`src/rtl/runtime_check_unit_pkg.sv`:
```
// Shared types for the runtime expectation checker: entry layout, check kinds and FSM states.
// Entry field widths here must match the XLEN/ADDR_W/IDX_W parameters of the users.
package risc_v_check_pkg;

    localparam int CHK_XLEN   = 32;
    localparam int CHK_ADDR_W = 32;
    localparam int CHK_IDX_W  = 6;

    typedef enum logic [1:0] {
        KIND_REG = 2'd0,
        KIND_PC  = 2'd1,
        KIND_MEM = 2'd2
    } check_kind_t;

    typedef enum logic [2:0] {
        ST_IDLE,
        ST_RUN,
        ST_SCAN,
        ST_FSCAN,
        ST_DONE
    } check_state_t;

    // 'final' is a keyword, hence is_final
    typedef struct packed {
        logic                  is_final;
        logic [CHK_ADDR_W-1:0] pc;
        check_kind_t           kind;
        logic [CHK_IDX_W-1:0]  index;
        logic [CHK_XLEN-1:0]   value;
    } check_entry_t;

    function automatic logic kind_storable(input logic [1:0] kind);
        return kind != 2'd3;
    endfunction

endpackage

```
`src/rtl/runtime_check_unit_check_table.sv`:
```
// Append-only expectation table: one write port at the fill level, one async read port.
// Contents are not reset; count alone decides which entries are live.
module check_table
    import risc_v_check_pkg::*;
#(
    parameter int DEPTH = 64,
    parameter int CW    = $clog2(DEPTH + 1)
) (
    input  logic         clock,
    input  logic         reset,
    input  logic         wr_en,
    input  check_entry_t wr_entry,
    input  logic [CW-1:0] rd_idx,
    output check_entry_t rd_entry,
    output logic [CW-1:0] count
);
    localparam int AW = (DEPTH > 1) ? $clog2(DEPTH) : 1;
    localparam logic [CW-1:0] DEPTH_C = CW'(DEPTH);

    check_entry_t  mem_q [DEPTH];
    logic [CW-1:0] count_q, count_d;
    logic          wr_ok;

    assign wr_ok = wr_en && (count_q < DEPTH_C);

    always_comb begin
        count_d = count_q;
        if (wr_ok) count_d = count_q + 1'b1;
    end

    always_ff @(posedge clock) begin
        if (reset) count_q <= '0;
        else       count_q <= count_d;
    end

    always_ff @(posedge clock) begin
        if (wr_ok) mem_q[count_q[AW-1:0]] <= wr_entry;
    end

    always_comb begin
        rd_entry = '0;
        if (rd_idx < DEPTH_C) rd_entry = mem_q[rd_idx[AW-1:0]];
    end

    assign count = count_q;

endmodule

```
`src/rtl/runtime_check_unit.sv`:
```
// Expectation checker beside the CPU: stalls retire, walks the table one entry per cycle
// and compares matching entries against live state read through the probe port.
module runtime_check_unit
    import risc_v_check_pkg::*;
#(
    parameter int XLEN   = CHK_XLEN,
    parameter int ADDR_W = CHK_ADDR_W,
    parameter int DEPTH  = 64,
    parameter int IDX_W  = CHK_IDX_W,
    parameter int CNT_W  = 16
) (
    input  logic              clock,
    input  logic              reset,
    input  logic              start,
    input  logic              load_valid,
    output logic              load_ready,
    input  logic              load_final,
    input  logic [ADDR_W-1:0] load_pc,
    input  logic [1:0]        load_kind,
    input  logic [IDX_W-1:0]  load_index,
    input  logic [XLEN-1:0]   load_value,
    input  logic              retire_valid,
    output logic              retire_ready,
    input  logic [ADDR_W-1:0] retire_pc,
    input  logic [ADDR_W-1:0] retire_next_pc,
    input  logic              final_req,
    output logic [1:0]        probe_kind,
    output logic [IDX_W-1:0]  probe_index,
    input  logic [XLEN-1:0]   probe_data,
    output logic [CNT_W-1:0]  pass_count,
    output logic [CNT_W-1:0]  fail_count,
    output logic              fail_valid,
    output logic [ADDR_W-1:0] fail_pc,
    output logic [XLEN-1:0]   fail_expected,
    output logic [XLEN-1:0]   fail_actual,
    output logic              done
);
    localparam int CW = $clog2(DEPTH + 1);
    localparam logic [CW-1:0] DEPTH_C = CW'(DEPTH);

    function automatic logic [CNT_W-1:0] sat_inc(input logic [CNT_W-1:0] v);
        return (&v) ? v : v + 1'b1;
    endfunction

    check_state_t      state_q, state_d;
    logic [CW-1:0]     ptr_q, ptr_d, count;
    logic [ADDR_W-1:0] pc_q, pc_d, npc_q, npc_d;
    logic [CNT_W-1:0]  pass_q, pass_d, fail_cnt_q, fail_cnt_d;
    logic              fail_valid_q, fail_valid_d;
    logic [ADDR_W-1:0] fail_pc_q, fail_pc_d;
    logic [XLEN-1:0]   fail_exp_q, fail_exp_d, fail_act_q, fail_act_d;
    check_entry_t      wr_entry, rd_entry;
    logic              wr_en, scanning, last, hit;
    logic [XLEN-1:0]   actual;

    assign load_ready = (state_q == ST_IDLE) && (count < DEPTH_C);
    assign wr_en      = load_valid && load_ready && kind_storable(load_kind);

    always_comb begin
        wr_entry.is_final = load_final;
        wr_entry.pc       = load_final ? '0 : load_pc;
        wr_entry.kind     = check_kind_t'(load_kind);
        wr_entry.index    = load_index;
        wr_entry.value    = load_value;
    end

    check_table #(.DEPTH(DEPTH), .CW(CW)) u_table (
        .clock    (clock),
        .reset    (reset),
        .wr_en    (wr_en),
        .wr_entry (wr_entry),
        .rd_idx   (ptr_q),
        .rd_entry (rd_entry),
        .count    (count)
    );

    // The pointer runs one step past the last entry; that spare cycle closes the scan.
    assign scanning = (state_q == ST_SCAN) || (state_q == ST_FSCAN);
    assign last     = (ptr_q == count);
    assign hit      = scanning && !last &&
                      ((state_q == ST_FSCAN) ? rd_entry.is_final
                                             : (!rd_entry.is_final && rd_entry.pc == pc_q));
    assign actual   = (rd_entry.kind == KIND_PC) ? XLEN'(npc_q) : probe_data;

    always_ff @(posedge clock) begin
        if (reset) begin
            state_q      <= ST_IDLE;
            ptr_q        <= '0;
            pass_q       <= '0;
            fail_cnt_q   <= '0;
            fail_valid_q <= 1'b0;
            fail_pc_q    <= '0;
            fail_exp_q   <= '0;
            fail_act_q   <= '0;
        end else begin
            state_q      <= state_d;
            ptr_q        <= ptr_d;
            pass_q       <= pass_d;
            fail_cnt_q   <= fail_cnt_d;
            fail_valid_q <= fail_valid_d;
            fail_pc_q    <= fail_pc_d;
            fail_exp_q   <= fail_exp_d;
            fail_act_q   <= fail_act_d;
        end
    end

    always_ff @(posedge clock) begin
        pc_q  <= pc_d;
        npc_q <= npc_d;
    end

    always_comb begin
        state_d = state_q;
        case (state_q)
            ST_IDLE:  if (start) state_d = ST_RUN;
            ST_RUN:   if (retire_valid) state_d = ST_SCAN;
                      else if (final_req) state_d = ST_FSCAN;
            ST_SCAN:  if (last) state_d = ST_RUN;
            ST_FSCAN: if (last) state_d = ST_DONE;
            ST_DONE:  state_d = ST_DONE;
            default:  state_d = ST_IDLE;
        endcase
    end

    always_comb begin
        ptr_d        = (scanning && !last) ? ptr_q + 1'b1 : '0;
        pc_d         = pc_q;
        npc_d        = npc_q;
        pass_d       = pass_q;
        fail_cnt_d   = fail_cnt_q;
        fail_valid_d = 1'b0;
        fail_pc_d    = fail_pc_q;
        fail_exp_d   = fail_exp_q;
        fail_act_d   = fail_act_q;
        if (state_q == ST_RUN && retire_valid) begin
            pc_d  = retire_pc;
            npc_d = retire_next_pc;
        end
        if (hit) begin
            if (actual == rd_entry.value) begin
                pass_d = sat_inc(pass_q);
            end else begin
                fail_cnt_d   = sat_inc(fail_cnt_q);
                fail_valid_d = 1'b1;
                fail_pc_d    = rd_entry.pc;
                fail_exp_d   = rd_entry.value;
                fail_act_d   = actual;
            end
        end
    end

    always_comb begin
        retire_ready  = (state_q == ST_RUN);
        done          = (state_q == ST_DONE);
        probe_kind    = '0;
        probe_index   = '0;
        if (hit && rd_entry.kind != KIND_PC) begin
            probe_kind  = rd_entry.kind;
            probe_index = rd_entry.index;
        end
        pass_count    = pass_q;
        fail_count    = fail_cnt_q;
        fail_valid    = fail_valid_q;
        fail_pc       = fail_pc_q;
        fail_expected = fail_exp_q;
        fail_actual   = fail_act_q;
    end

endmodule

```
`config.mk`:
```
export PLATFORM = sky130hd
export DESIGN_NAME = runtime_check_unit
export DESIGN_NICKNAME = d
export VERILOG_FILES = /design/src/rtl/runtime_check_unit_pkg.sv /design/src/rtl/runtime_check_unit_check_table.sv /design/src/rtl/runtime_check_unit.sv
export SDC_FILE = /design/constraint.sdc
export NUM_CORES = 2
export LEC_CHECK = 0
export CAP_MARGIN = 15
export CORE_MARGIN = 2
export CORE_UTILIZATION = 58
export CTS_BUF_LIST = sky130_fd_sc_hd__clkbuf_4 sky130_fd_sc_hd__clkbuf_8
export DETAILED_ROUTE_END_ITERATION = 7
export PLACE_DENSITY = 0.78
export SLEW_MARGIN = 10
export SYNTH_ARGS = -nofsm -noshare
export SYNTH_HDL_FRONTEND = slang
export SYNTH_HIERARCHICAL = 1
export SYNTH_MEMORY_MAX_BITS = 65536
export SYNTH_SLANG_ARGS = --single-unit
```
`constraint.sdc`:
```
create_clock -name clock -period 7 [get_ports clock]
set_input_delay 2.1 -clock clock [delete_from_list [all_inputs] [get_ports clock]]
set_output_delay 2.1 -clock clock [all_outputs]
set_load 0.03 [all_outputs]
```
**Word-level counts from Yosys, hierarchy flattened**

Memories as Yosys holds them, arrays and structs flattened. A register that Yosys moved wholly into a read port is not among the register bits.
Index checks and enable logic that the tools add are counted.

- Memories: 1
- Register bits: 210
- Output and inout port bits: 140
- Bits in writable memories: 4672
- Logic and storage cells: 74

- Eq/ne operators: 14
- $lt $le $gt $ge: 2
- Multiplexer cells: 16
- Reduce and logical (&&, ||, !) cells: 21
- Add/subtract/negate cells: 4
- Bitwise logic cells: 5

Memories:

| name | words | bits a word | read ports | clocked after memory_dff | wr ports | RTL line | source |
|---|---|---|---|---|---|---|---|
| u_table.mem_q | 64 | 73 | 1 | 1 | 1 | runtime_check_unit_check_table.sv:20 | `check_entry_t mem_q [DEPTH];` |

Operators by type and width:

| kind | count |
|---|---|
| 73-bit two-way mux | 1 |
| 32-bit == test | 2 |
| 32-bit two-way mux | 2 |
| 16-bit by 1-bit adder with 16-bit output (second input constant) | 2 |
| 16-bit AND reduction | 2 |
| 3-bit two-way mux | 5 |
| 3-bit one-hot mux with 5 select lines | 1 |
| 7-bit by 1-bit adder with 7-bit output (second input constant) | 2 |
| 7-bit less-than comparator (second input constant) | 2 |
| 6-bit two-way mux | 2 |
| 1-bit logical AND | 9 |
| 2-bit != test (second input constant) | 4 |
| 7-bit == test | 1 |
| 3-bit by 2-bit == test with 1-bit output (second input constant) | 2 |
| 3-bit AND reduction | 2 |
| 1-bit NOT | 5 |
| 1-bit two-way mux | 4 |
| 4-bit AND reduction | 1 |
| 2-bit OR reduction | 2 |
| 3-bit by 1-bit == test with 1-bit output (second input constant) | 1 |
| 3-bit == test (second input constant) | 1 |
| 3-bit zero test | 1 |
| 3-bit by 2-bit != test with 1-bit output (second input constant) | 1 |
| 2-bit by 1-bit == test with 1-bit output (second input constant) | 1 |
| 5 further kinds | 6 |

**Depth between registers and ports, before layout**

- Word-level depth: 8
- Depth in mapped cells: 22
- Gate-level depth less buffers: 13

**By module**

The synthesis kept the hierarchy.

By module, submodules not included:

| module | instances | sequential area each (um^2) | area each (um^2) | cells an instance |
|---|---|---|---|---|
| check_table | 1 | 140434.7 | 178364.8 | 8078 |
| runtime_check_unit | 1 | 4704.5 | 9057.4 | 969 |

**Worst setup path before layout**

No wires, ideal clock.

- Path type: input-to-reg
- Start: input load_kind[0]
- End: memory u_table/mem_q[63][0] (netlist name) (enable)
- Data arrival time: 6.316 ns
- Slack: 0.179 ns
- Library setup time: 0.505 ns
- Stages on the path: 8
- Data required time: 6.495 ns
- Path through: nand2_1 -> and3_1 -> nor2b_1 -> and2_0 -> clkbuf_1 -> nand3_1 -> clkbuf_1 -> nor2_1

- Word-level cells in the longest chain between the ends: 5

RTL lines:

| element | RTL line | source |
|---|---|---|
| start, declared | runtime_check_unit.sv:19 | `input logic [1:0] load_kind,` |
| 2-bit != test | runtime_check_unit_pkg.sv:33 | `return kind != 2'd3;` |
| 1-bit logical AND | runtime_check_unit.sv:57 | `assign wr_en = load_valid && load_ready && kind_storable(load_kind);` |
| via wr_en | runtime_check_unit.sv:53 | `logic wr_en, scanning, last, hit;` |
| 1-bit logical AND | runtime_check_unit_check_table.sv:24 | `assign wr_ok = wr_en && (count_q < DEPTH_C);` |
| 1-bit two-way mux | runtime_check_unit_check_table.sv:37 | `if (wr_ok) mem_q[count_q[AW-1:0]] <= wr_entry;` |
| 1-bit two-way mux (implied by the code) | runtime_check_unit_check_table.sv:37 |  |
| end, declared | runtime_check_unit_check_table.sv:20 |  |

The timed path passes the listed nets, and every way through them passes these cells.

==> impl_metrics.ini <==
[status]
status = finished, violations left
violations = negative setup slack

[flow_run]
maxCapViolCount = 0

[power_and_ir_drop]
total_leakage_power_nw = 65.15
max-vdd-ir-drop_v = 0.0002330
p_per_area_mw_per_mm2 = 259.6

[detailed_routing]
vias = 105887
drc_errors = 0
routed_via_density = 7.023
wl_per_cell_um = 38.11
totalWireLength_um = 574600
dr.pass1.iters = 8
ant_nets = 0
drt_iter0_drc = 19802

[floorplan]
rows = 208
die_y_um = 572.5
num_io_pins = 315
die_w_um = 572.5
core_area_mm2 = 0.3214
die_area_mm2 = 0.3277
initial_utilization_pct = 58.31

[synth]
synth_flop_cell = edfxtp_1
yosys.cell_types.count = 71
synth-edff-count = 4736
ys_ff_latch = 4882
syn_avg_cell_area_um2 = 20.72
synth_async_sr_flop_share_pct = 0
synth_fp_nets = 9226
yosysSeqAreaShare_pct = 77.44
syn-instance-count = 9047
syn_area_mm2 = 0.1874
yosysWarningCount = 6

[clock_tree]
htree_levels = 6
cts_buffer_depth = 4
cts_buffers = 722
clock_latency_ns = 1.33
cts-root-buf = clkbuf_8
path_clk_slew_ns = 0.07
clock_sinks = 4882
cts_tree = built

[placed_design]
dp_cells = 13595
post-dp-hpwl_um = 316800
gp_congestion = 0.9157
io_buffers = 314
detailedPlace.worstSlack_ns = -0.04266
place_area_mm2 = 0.1993

[timing]
period_minus_slack_ns = 7.897
worst_pin_slew_ns = 1.365
timing.fmax_mhz = 126.6
timing.final.max_slew_violations = 0
slew_headroom_pct = 8.970
final.setup_skew_ns = 0.1095
layout_setup_ws_ns = -0.8973
hold_viol = 0
period_share_pct = 112.8
finalSetupViolCount = 9
rsz0062_at_grt = true

[worst_setup_path]
cp-start-kind = flip-flop
crit_path_frequent_cell = buf_12
crit_buf_inv = 6
crit_chain = buf_4 > inv_8 > buf_12 > nand2_1 > a311oi_1 > o22a_2 > xor2_1 > nor4_2 > nand3_1 > o31ai_2 > buf_4 > and3_4 > buf_12 > and3_4 > buf_12
critPathMaxStageDelay_ns = 0.64
crit_family = compound AO/OA/AOI/OAI gates
end_kind = output port
cp.arrival_ns = 5.80
crit_slowest_cell = a311oi_1
crit_type = flip-flop to output port
crit_required_ns = 4.90
crit_fanout = 36

[cells_and_area]
final_cell_area_mm2 = 0.2162
fin_cells = 15077
drive_above_1_share_pct = 27.27
syn_to_final_growth_pct = 15.37
fin_nets = 10352

[grt]
antenna_found_initial = 45
grt_usage_pct = 34.75
grt_max_degree = 102
overflow = 0
grt_pass1_wl_um = 784200
grt_pass1_vias = 102711

[worst_hold_path]
min_path_type = flip-flop to flip-flop
cell families (layout without fill, tap and decap cells):
family                   count (synthesis)  after routing  share of synthesized area, %
XOR/XNOR                                84             84                        0.3925
buffers and inverters                  565           2249                         1.492
multiplexers                          1653           1653                         14.80
adder cells (fa/ha/maj)                  4              4                       0.02670
AO/OA/AOI/OAI                         1117           1118                         4.027
AND/OR/NAND/NOR                        742            744                         1.825
flip-flops                            4882           4882                         77.44
other                                    0             38                             0
final cells by class:
cell class | count | area (um2)
diodes | 38 | 95.09
multi-input cells | 3603 | 40860
fillers | 18976 | 105200
well taps | 4305 | 5386
clock buffers | 974 | 11920
clock inverters | 311 | 1843
inverters | 26 | 105.1
repair buffers | 938 | 10850
flip-flops and latches | 4882 | 145200
synthesized netlist by cell type, drive strengths merged, types with 4 or more instances:
library cell  number  area, um2
a2bb2oi            8      70.07
nand2            256      960.9
inv               26      97.59
o211ai            72      540.5
or4               12      90.09
o21ai            144      720.7
a21boi            11      82.58
nand3             23      115.1
o22ai            207       1295
a311oi            48      420.4
nor2b             62      387.9
a211oi            32      240.2
or2                7      43.80
nor2             225      844.6
and3              18      112.6
xor2              55      481.7
mux2i            712       7127
nand3b             6      45.04
nor3              63      326.6
o32a               4      40.04
a221oi            48      420.4
nand2b            12      82.58
or3                6      37.54
mux2              52      585.6
and2               9      56.31
nand4             16      106.4
o22a              69      604.3
nor4              15      100.1
ha                 4      50.05
a22oi            156       1171
o31ai             54      405.4
dfxtp            146       2923
xnor2             29      254.0
o221ai            39      341.6
clkbuf           210      788.3
buf              329       1911
mux4             889      20020
edfxtp          4736     142200
a21oi            206       1031
worst min-delay path, stage by stage (launching register included):
cell and delay (ns):
dfxtp_1 0.31, nand2_1 0.05, a21oi_1 0.05
what timing repair did:
| item | in CTS | in global routing |
|---|---|---|
| hold buffers | 0 | 0 |
| resized for setup | 151 | 17 |
| buffers inserted | 86 | 18 |
| setup endpoints to repair | 8 | 38 |
| gates cloned | 23 | 1 |
| pin swaps | 37 | 5 |
flip-flops by register name, indices dropped and copies added (netlist names), 16 cells and up:
name and count:
pc_q 32, fail_pc 32, fail_expected 32, pass_count 16, u_table/mem_q 4672, npc_q 32
fail_count 16, fail_actual 32
metal layers:
layer	up-vias	GRT usage (%)	part of all wire, %
li1	40126	-	-
met1	53447	45.58	32
met2	10336	51.29	45
met3	1958	11.44	17
met5	-	0	0.028
met4	20	20.46	6.8
worst paths after layout:
| path | from | to | slack (ns) | depth (start not counted) |
|---|---|---|---|---|
| setup / recovery | ptr_q[1] | probe_index[5] | -0.90 | 15 |
| hold / removal | fail_expected[15] | fail_expected[15] | 0.46 | 2 |
| setup reg to reg | ptr_q[1] | fail_pc[16] | 0 | 16 |
| hold reg to reg | fail_expected[15] | fail_expected[15] | 0.46 | 2 |
layout by cell type (no fill, tap or decap), types with 158 or more instances in the layout:
| cell | n |
|---|---|
| buf_12 | 172 |
| clkbuf_8 | 737 |
| mux2i_1 | 700 |
| nand2_1 | 252 |
| clkdlybuf4s50_1 | 264 |
| a21oi_1 | 205 |
| clkbuf_4 | 237 |
| o22ai_1 | 202 |
| edfxtp_1 | 4736 |
| clkinv_1 | 189 |
| mux4_2 | 889 |
| nor2_1 | 158 |
| buf_4 | 390 |
metrics by stage:
stage	power (mW)	hold WS, ns	setup TNS, ns	util [%]
finish	56.13	0.4573	-7.015	67.27
CTS	56.01	0.4581	-5.170	66.96
global route	57.39	0.4737	-6.359	67.26
global placement	34.14	0.4464	-0.01706	62.01
floorplan	33.40	0.4579	0	-
detailed placement	34.21	0.4494	-0.2051	62.01
where the power goes:
part | total, mW | internal, mW | switching (mW) | leakage, nW
Clock | 22.4 | 11.4 | 11.0 | 7.30
Combinational | 1.58 | 0.503 | 1.08 | 15.3
Sequential | 32.2 | 32.1 | 0.0547 | 42.5
Total | 56.1 | 44.0 | 12.1 | 65.1
Note: power is estimated with default switching activity, not from simulation.
